--- src/rtl/nac_mem_read_arbiter.sv ---
// Round-robin arbiter sharing one AXI-style read master (AR + R) among
// NUM_PORTS stream prefetchers. One burst in flight at a time; returning
// beats are routed to the port that owns the burst.
//
// Ports:
//   clk, rst_n          clock, asynchronous active-low reset
//   req_pulse/addr/len  per-port one-cycle burst request (len is N-1 encoded)
//   port_flush          per-port abort; drops pending request and in-flight data
//   req_grant           one-cycle pulse when the port's AR is accepted
//   rsp_valid/rsp_data  one-hot beat strobe and shared beat data
//   m_ar*/m_r*          downstream read master
//   err_len             sticky: burst beat count disagreed with arlen+1
//   err_overrun         sticky: request while the port was pending or active
module nac_mem_read_arbiter #(
    parameter int unsigned NUM_PORTS = 4,
    parameter int unsigned ADDR_W    = 32,
    parameter int unsigned DATA_W    = 32
) (
    input  logic                        clk,
    input  logic                        rst_n,
    input  logic [NUM_PORTS-1:0]        req_pulse,
    input  logic [NUM_PORTS*ADDR_W-1:0] req_addr,
    input  logic [NUM_PORTS*8-1:0]      req_len,
    input  logic [NUM_PORTS-1:0]        port_flush,
    output logic [NUM_PORTS-1:0]        req_grant,
    output logic [NUM_PORTS-1:0]        rsp_valid,
    output logic [DATA_W-1:0]           rsp_data,
    output logic [ADDR_W-1:0]           m_araddr,
    output logic [7:0]                  m_arlen,
    output logic                        m_arvalid,
    input  logic                        m_arready,
    input  logic [DATA_W-1:0]           m_rdata,
    input  logic                        m_rvalid,
    input  logic                        m_rlast,
    output logic                        m_rready,
    output logic                        err_len,
    output logic                        err_overrun
);

    localparam int unsigned PTR_W = (NUM_PORTS > 1) ? $clog2(NUM_PORTS) : 1;
    localparam int unsigned LEN_W = 8;
    localparam int unsigned CNT_W = LEN_W + 1;

    localparam logic [1:0] ST_IDLE = 2'd0;
    localparam logic [1:0] ST_ADDR = 2'd1;
    localparam logic [1:0] ST_DATA = 2'd2;

    logic [1:0]           state, state_nxt;
    logic [PTR_W-1:0]     owner, owner_nxt;
    logic [PTR_W-1:0]     rr, rr_nxt;
    logic [CNT_W-1:0]     cnt, cnt_nxt;
    logic                 flush_drop, flush_drop_nxt;
    logic [NUM_PORTS-1:0] pending, pending_nxt, new_req;
    logic [ADDR_W-1:0]    pend_addr [NUM_PORTS];
    logic [LEN_W-1:0]     pend_len  [NUM_PORTS];

    logic [NUM_PORTS-1:0] grant_nxt, rsp_valid_nxt;
    logic [DATA_W-1:0]    rsp_data_nxt;
    logic [ADDR_W-1:0]    araddr_nxt;
    logic [LEN_W-1:0]     arlen_nxt;
    logic                 arvalid_nxt, rready_nxt, err_len_nxt, err_overrun_nxt;

    logic                 sel_found;
    logic [PTR_W-1:0]     sel_idx;
    logic                 drop_now;

    // Round-robin pick: first eligible port scanning upward from rr+1 with wrap.
    always_comb begin
        logic [PTR_W-1:0] idx;
        sel_found = 1'b0;
        sel_idx   = '0;
        idx       = '0;
        for (int unsigned k = 1; k <= NUM_PORTS; k++) begin
            idx = PTR_W'((32'(rr) + k) % NUM_PORTS);
            if (!sel_found && pending[idx] && !port_flush[idx]) begin
                sel_found = 1'b1;
                sel_idx   = idx;
            end
        end
    end

    // Per-port pending latch; flush beats a simultaneous pulse.
    always_comb begin
        logic busy;
        pending_nxt     = pending;
        err_overrun_nxt = err_overrun;
        busy            = 1'b0;
        for (int unsigned i = 0; i < NUM_PORTS; i++) begin
            busy = pending[i] || ((state != ST_IDLE) && (owner == PTR_W'(i)));
            if ((state == ST_ADDR) && m_arready && (owner == PTR_W'(i))) begin
                pending_nxt[i] = 1'b0;
            end
            if (port_flush[i]) begin
                pending_nxt[i] = 1'b0;
            end else if (req_pulse[i]) begin
                if (busy) begin
                    err_overrun_nxt = 1'b1;
                end else begin
                    pending_nxt[i] = 1'b1;
                end
            end
        end
    end

    assign new_req  = pending_nxt & ~pending;
    assign drop_now = flush_drop || port_flush[owner];

    // Burst FSM next-state and next registered outputs.
    always_comb begin
        state_nxt      = state;
        owner_nxt      = owner;
        rr_nxt         = rr;
        cnt_nxt        = cnt;
        flush_drop_nxt = flush_drop;
        grant_nxt      = '0;
        rsp_valid_nxt  = '0;
        rsp_data_nxt   = rsp_data;
        araddr_nxt     = m_araddr;
        arlen_nxt      = m_arlen;
        arvalid_nxt    = m_arvalid;
        rready_nxt     = m_rready;
        err_len_nxt    = err_len;

        case (state)
            ST_IDLE: begin
                if (sel_found) begin
                    owner_nxt      = sel_idx;
                    araddr_nxt     = pend_addr[sel_idx];
                    arlen_nxt      = pend_len[sel_idx];
                    arvalid_nxt    = 1'b1;
                    flush_drop_nxt = 1'b0;
                    state_nxt      = ST_ADDR;
                end
            end
            ST_ADDR: begin
                // AR stays asserted even if the owner is flushed meanwhile.
                if (port_flush[owner]) flush_drop_nxt = 1'b1;
                if (m_arready) begin
                    arvalid_nxt = 1'b0;
                    if (!drop_now) grant_nxt[owner] = 1'b1;
                    cnt_nxt     = '0;
                    rready_nxt  = 1'b1;
                    state_nxt   = ST_DATA;
                end
            end
            ST_DATA: begin
                if (port_flush[owner]) flush_drop_nxt = 1'b1;
                if (m_rvalid) begin
                    if (!drop_now) begin
                        rsp_valid_nxt[owner] = 1'b1;
                        rsp_data_nxt         = m_rdata;
                    end
                    if (cnt != '1) cnt_nxt = cnt + CNT_W'(1);
                    if (m_rlast) begin
                        if (cnt != {1'b0, m_arlen}) err_len_nxt = 1'b1;
                        rr_nxt         = owner;
                        flush_drop_nxt = 1'b0;
                        rready_nxt     = 1'b0;
                        state_nxt      = ST_IDLE;
                    end else if (cnt > {1'b0, m_arlen}) begin
                        err_len_nxt = 1'b1;
                    end
                end
            end
            default: begin
                state_nxt   = ST_IDLE;
                arvalid_nxt = 1'b0;
                rready_nxt  = 1'b0;
            end
        endcase
    end

    // State and registered outputs.
    always_ff @(posedge clk or negedge rst_n) begin
        if (!rst_n) begin
            state       <= ST_IDLE;
            owner       <= '0;
            rr          <= '0;
            cnt         <= '0;
            flush_drop  <= 1'b0;
            pending     <= '0;
            req_grant   <= '0;
            rsp_valid   <= '0;
            rsp_data    <= '0;
            m_araddr    <= '0;
            m_arlen     <= '0;
            m_arvalid   <= 1'b0;
            m_rready    <= 1'b0;
            err_len     <= 1'b0;
            err_overrun <= 1'b0;
        end else begin
            state       <= state_nxt;
            owner       <= owner_nxt;
            rr          <= rr_nxt;
            cnt         <= cnt_nxt;
            flush_drop  <= flush_drop_nxt;
            pending     <= pending_nxt;
            req_grant   <= grant_nxt;
            rsp_valid   <= rsp_valid_nxt;
            rsp_data    <= rsp_data_nxt;
            m_araddr    <= araddr_nxt;
            m_arlen     <= arlen_nxt;
            m_arvalid   <= arvalid_nxt;
            m_rready    <= rready_nxt;
            err_len     <= err_len_nxt;
            err_overrun <= err_overrun_nxt;
        end
    end

    // Request payload capture on a newly accepted pulse.
    always_ff @(posedge clk or negedge rst_n) begin
        if (!rst_n) begin
            for (int unsigned i = 0; i < NUM_PORTS; i++) begin
                pend_addr[i] <= '0;
                pend_len[i]  <= '0;
            end
        end else begin
            for (int unsigned i = 0; i < NUM_PORTS; i++) begin
                if (new_req[i]) begin
                    pend_addr[i] <= req_addr[i*ADDR_W +: ADDR_W];
                    pend_len[i]  <= req_len[i*LEN_W +: LEN_W];
                end
            end
        end
    end

endmodule

--- config.mk ---
export PLATFORM = sky130hd
export DESIGN_NAME = nac_mem_read_arbiter
export DESIGN_NICKNAME = d
export VERILOG_FILES = /design/src/rtl/nac_mem_read_arbiter.sv
export SDC_FILE = /design/constraint.sdc
export NUM_CORES = 1
export LEC_CHECK = 0
export BUFFER_PORTS_ARGS = -buffer_cell sky130_fd_sc_hd__buf_2
export CORE_AREA = 5 5 175 127
export CTS_BUF_LIST = sky130_fd_sc_hd__clkbuf_4 sky130_fd_sc_hd__clkbuf_8
export CTS_CLUSTER_SIZE = 8
export DETAILED_ROUTE_END_ITERATION = 6
export DIE_AREA = 0 0 180 132
export PLACE_DENSITY = 0.87
export SETUP_SLACK_MARGIN = 0.02
export SLEW_MARGIN = 20
export SYNTH_ARGS = -nofsm -noshare
export SYNTH_HDL_FRONTEND = slang
export SYNTH_SLANG_ARGS = --single-unit
--- constraint.sdc ---
create_clock -name clk -period 3.7 [get_ports clk]
set_input_delay 0.185 -clock clk [delete_from_list [all_inputs] [get_ports clk]]
set_output_delay 0.185 -clock clk [all_outputs]
set_load 0.005 [all_outputs]
* Word-level counts from Yosys, hierarchy flattened
Cells that the tools add are included.
Word-level totals: register bits 264, bits of input ports 205
Cells by class: add/subtract/negate cells 5, magnitude comparators 8, equality and inequality tests 13, multiplexer cells 91, bitwise logic cells 6, reductions and logical operators 44
Operators with widths (number):
- binary-select mux 32 bit (select 2 bit) | 1
- two-way mux 32 bit | 2
- two-way mux 1 bit | 54
- two-way mux 9 bit | 3
- two-way mux 4 bit | 5
- binary-select mux 1 bit (select 2 bit) | 9
- case mux 9 bit (2 select lines) | 1
- logical AND 1 bit | 17
- binary-select mux 8 bit (select 2 bit) | 1
- two-way mux 2 bit | 8
- two-way mux 8 bit | 2
- AND reduction 4 bit | 4
- less-than comparator 2 x 3 -> 1 bit (second input constant) | 5
- inequality test 2 bit (second input constant) | 5
- adder 9 x 1 -> 9 bit (second input constant) | 1
- greater-than comparator 9 x 8 -> 1 bit | 1
- inequality test 9 x 8 -> 1 bit | 1
- inequality test 9 bit (second input constant) | 1
- case mux 1 bit (3 select lines) | 3
- AND reduction 3 bit | 3
- logical NOT 1 bit | 7
- equality test 2 bit (second input constant) | 3
- case mux 2 bit (3 select lines) | 1
- nonzero test 2 bit | 3
- 15 further kinds | 26

* Depth between registers and ports, before layout
depth after elaboration 22, mapped depth 10, gate-level depth less buffers 10

* Worst setup path before layout
Ideal clock, no wire load.
path kind register to register, start reg cnt[2], end reg cnt[4], arrival time 1.942 ns, data required time 3.622 ns, setup slack 1.680 ns, cell stages (with the launch flop) 10, buffers on the path 0, clock period less this slack 2.020 ns, cells stage by stage dfrtp_1 and3_1 nand3_1 nor2_1 ha_1 nand2b_1 a211oi_2 nand2_1 or3_1 a21oi_1
Between the ends: cells in the longest elaborated chain, start to end 4, elaborated cells between the ends (all ways) 7
RTL lines:
- start, declared | RTL line 51 | logic [CNT_W-1:0] cnt, cnt_nxt;
- start signal, assigned | RTL line 195 | cnt <= cnt_nxt;
- adder 9 x 1 -> 9 bit | RTL line 153 | if (cnt != '1) cnt_nxt = cnt + CNT_W'(1);
- two-way mux 9 bit | RTL line 153
- two-way mux 9 bit | RTL line 148 | if (m_rvalid) begin
- case mux 9 bit (2 select lines) | RTL line 124 | case (state)
Parallel ways exist; a longest one is shown, timed or not. The select of a mux whose other input is x is not followed. A chain may end at the register's enable or synchronous reset.

* Worst setup path after layout
start reg pending[0], end reg m_araddr[9]
Between the ends: cells in the longest elaborated chain, start to end 20, elaborated cells between the ends (all ways) 31
RTL lines:
- start, declared | RTL line 53 | logic [NUM_PORTS-1:0] pending, pending_nxt, new_req;
- start signal, assigned | RTL line 197 | pending <= pending_nxt;
- binary-select mux 1 bit (select 2 bit) | RTL line 75 | if (!sel_found && pending[idx] && !port_flush[idx]) begin
- two-way mux 1 bit (implied by the code) | RTL line 75
- logical AND 1 bit | RTL line 75
- two-way mux 1 bit | RTL line 75
- logical NOT 1 bit | RTL line 75
- logical AND 1 bit (2 in series) | RTL line 75
- two-way mux 1 bit | RTL line 75
- logical NOT 1 bit | RTL line 75
- logical AND 1 bit (2 in series) | RTL line 75
- two-way mux 1 bit | RTL line 75
- logical NOT 1 bit | RTL line 75
- logical AND 1 bit (2 in series) | RTL line 75
- two-way mux 2 bit | RTL line 75
- NOT 2 -> 3 bit (implied by the code) | RTL line 128 | araddr_nxt = pend_addr[sel_idx];
- binary-select mux 32 bit (select 2 bit) | RTL line 128
- two-way mux 32 bit (implied by the code) (2 in series) | RTL line 128
- end signal, assigned | RTL line 201 | m_araddr <= araddr_nxt;
- end, declared | RTL line 28 | output logic [ADDR_W-1:0] m_araddr,
Parallel ways exist; a longest one is shown, timed or not. The select of a mux whose other input is x is not followed.

==> flow_summary_export.csv <==
group,metric,value,unit
finish,post_route_cells_drive_above_1_share,39.9,%
timing,finalSetupViolations,0,
logic_synthesis,synth.top_cell.area_share,55.3,%
clock_network,cts_buffer_depth,3,
logic_synthesis,synth-seq-cells,264,
timing,final.period_utilization,71.2,%
outcome,outcome,"completed",
critical_path,timing.critical_path.to_type,"flip-flop",
finish,n_fill_cell,1123,
timing,timing.final.max_slew_violations,0,
logic_synthesis,synth.largest_area_cell,"sky130_fd_sc_hd__dfrtp_1",
timing,final.setup.tns,0,ns
logic_synthesis,synth_ff_type,"sky130_fd_sc_hd__dfrtp_1",
clock_network,numCtsBuffers,41,
finish,syn_to_final_growth,34.9,%
global_routing,first_global_vias,10500,
pwr,p_leak,0.00779,uW
die,fp.dieArea,23800,um^2
routing,drt_drc_violations_left,0,
logic_synthesis,netlist_instances,901,
timing,fin_hold_ws,0.0387,ns
placement,postPlaceCellArea,13500,um^2
global_routing,antenna_found_initial,4,
clock_network,tritoncts_num_sinks,264,
die,start_util,58.8,%
critical_path,cp.arrival,3.05,ns
routing,drt-total-wl,37.6,mm
logic_synthesis,postSynthAreaPerCell,13.3,um^2
logic_synthesis,synth-warning-count,0,
logic_synthesis,yosys-top-cells-area,"sky130_fd_sc_hd__dfrtp_1, sky130_fd_sc_hd__mux2_2, sky130_fd_sc_hd__mux2i_1",
finish,finalInstanceArea,16100,um^2
routing,avgRoutedWirePerCell,22.3,um
critical_path,worstPathRequired,4.11,ns
timing,timing_hold_violations_final,0,
timing,worst-slew-pin-transition,1.01,ns
die,top_level_port_count,289,
clock_network,postCtsSetupBuffers,0,
clock_network,post_cts_resize_count,0,
critical_path,timing.setup.critical_path_class,"flip-flop to flip-flop",
global_routing,global_route.usage.total,31.6,%
die,chipHeight,132,um
finish,final-instance-count-excl-fill,1683,
routing,detail_route.first_pass.iterations,5,
die,placeableCoreArea,20300,um^2
placement,port_buffers,288,
die,die_width,180,um
timing,finalWorstPathRequiredPeriod,2.63,ns
clock_network,clock_tree_from_tritoncts,"yes",
global_routing,grt_pass1_wl,59.5,mm
pwr,power_per_cell_area,733,nW/um^2
finish,most-common-layout-cells,"sky130_fd_sc_hd__buf_2, sky130_fd_sc_hd__dfrtp_1, sky130_fd_sc_hd__dlygate4sd3_1",
logic_synthesis,synthDistinctLibCells,54,
clock_network,htree_levels,2,
global_routing,grt-ovfl-total,0,
logic_synthesis,syn-cell-area,11900,um^2
timing,maxClockFrequency,0.380,GHz
pwr,vdd.ir_drop.worst,0.478,mV
routing,drtAntennaViolNets,0,
global_routing,pin_count_of_the_biggest_net_entering_global_routing,109,
min_path,hold_path_class,"input pin to flip-flop",
logic_synthesis,synth.net_count,1119,
clock_network,worstSkewPairLatency,0.54,ns
routing,avgViaCountPerCell,5.72,
placement,place_inst,1426,
routing,detailroute.via_count,9619,
die,std_cell_rows,44,
timing,worst_slew_margin_relative_to_its_limit,32.8,%
placement,detailedPlacementHpwl,19.6,mm
logic_synthesis,synth_enable_flop_cells,0,
finish,fin_nets,1606,
routing,detailedRoute.firstIterationViolations,684,
logic_synthesis,synth.yosys.seq_area_share,55.3,%
timing,skew,0.0276,ns
critical_path,worstSetupStartpointType,"flip-flop",
placement,gp_congestion,0.948,
critical_path,crit_fanout,41,
finish,final_common_cell,"sky130_fd_sc_hd__buf_2",
clock_network,clock-root-buffer,"sky130_fd_sc_hd__clkbuf_8",
clock_network,clkTransAtPathRegs,0.07,ns
run,max_cap_viol_count,0,
timing,unrepaired_setup_endpoints_after_global_routing,"false",
logic_synthesis,synth-async-reset-ratio,100,%
## where the power goes
group / internal (uW) / total [uW] / switching [uW]
Combinational: 2190 / 4540 / 2350
Sequential: 4140 / 5010 / 874
Clock: 1160 / 2250 / 1090
Total: 7490 / 11800 / 4310
## cells in the mapped netlist (3+ instances only)
master / count
sky130_fd_sc_hd__nor2_1: 23
sky130_fd_sc_hd__inv_1: 16
sky130_fd_sc_hd__o21ai_0: 15
sky130_fd_sc_hd__buf_4: 4
sky130_fd_sc_hd__mux2_1: 20
sky130_fd_sc_hd__nand3_1: 6
sky130_fd_sc_hd__nand2_1: 150
sky130_fd_sc_hd__buf_12: 4
sky130_fd_sc_hd__ha_1: 13
sky130_fd_sc_hd__dfrtp_1: 264
sky130_fd_sc_hd__mux2i_1: 82
sky130_fd_sc_hd__buf_2: 19
sky130_fd_sc_hd__nor2b_1: 5
sky130_fd_sc_hd__nand4_1: 3
sky130_fd_sc_hd__mux2_2: 143
sky130_fd_sc_hd__o21a_1: 5
sky130_fd_sc_hd__buf_8: 8
sky130_fd_sc_hd__buf_6: 8
sky130_fd_sc_hd__o221ai_2: 40
sky130_fd_sc_hd__nor3_1: 7
sky130_fd_sc_hd__a21oi_1: 9
sky130_fd_sc_hd__nand2b_1: 7
sky130_fd_sc_hd__clkbuf_1: 5
sky130_fd_sc_hd__xor2_1: 5
## registers in the layout, summed over array words and instances (netlist names)
register / cells
req_grant: 4
m_araddr: 32
owner: 2
pend_len: 32
rr: 2
rsp_data: 32
err_len: 1
state: 2
m_arlen: 8
m_rready: 1
pend_addr: 128
flush_drop: 1
pending: 4
err_overrun: 1
cnt: 9
m_arvalid: 1
rsp_valid: 4
## layer usage
layer / vias up / wire [um] / GRT usage [%]
li1: 4145 / - / -
met1: 4773 / 14600 / 39.5
met2: 570 / 18100 / 52.4
met3: 131 / 3190 / 8.14
met4: 0 / 1640 / 13.8
met5: - / 0 / 0
## metrics by stage
stage	utilization (%)	total power, uW	worst slack [ns]
floorplan	-	7900	1.68
global placement	66.2	8890	1.23
detailed placement	66.2	9100	1.19
CTS	79.2	11500	1.17
global route	79.3	12500	1.01
finish	79.3	11800	1.07
## path summary, 6_finish.rpt
check,start,endpoint,slack [ns],depth (start not counted)
min reg2reg,rsp_data[2],rsp_data[2],0.47,2
min,m_rlast,err_len,0.04,3
min in group asynchronous,rst_n,rsp_data[13],0.29,2
max reg2reg,pending[0],m_araddr[9],1.07,6
max in group asynchronous,rst_n,m_araddr[10],2.44,3
max,pending[0],m_araddr[9],1.07,6
## worst max-delay path, stage by stage (launching register included)
cell and delay, ns:
sky130_fd_sc_hd__dfrtp_1 0.44, sky130_fd_sc_hd__nand2b_4 0.15, sky130_fd_sc_hd__nand2_2 0.09, sky130_fd_sc_hd__o2bb2ai_2 0.14, sky130_fd_sc_hd__a221oi_4 0.36, sky130_fd_sc_hd__nand3_4 0.74
sky130_fd_sc_hd__o221ai_2 0.55
## kinds of logic after synthesis
family | count (synthesis) | share of synthesized area (%)
buffers and inverters | 65 | 4.17
muxes | 246 | 22.4
DFF | 264 | 55.3
xor gates and xnor gates | 5 | 0.367
adders and majority gates | 13 | 1.36
and+or+nand+nor | 226 | 8.92
AOI/OAI and AO/OA | 82 | 7.43
## timing repair
item | 4_1_cts | 5_1_grt
setup endpoints to repair | 0 | 0
hold buffers | 195 | 0
hold endpoints to repair | 300 | 0
## layout make-up
class                      instances  area (um^2)  area share (%)
multi-input combinational        572         4870            30.2
inverter                          16         60.1           0.373
antenna                            5         12.5          0.0777
clock buffer                      54          674            4.19
tap                              276          345            2.14
clock inverter                     3         15.0          0.0932
timing repair buffer             493         3530            21.9
sequential                       264         6610            41.0
No activity file was read; power rests on OpenSTA's default activity.
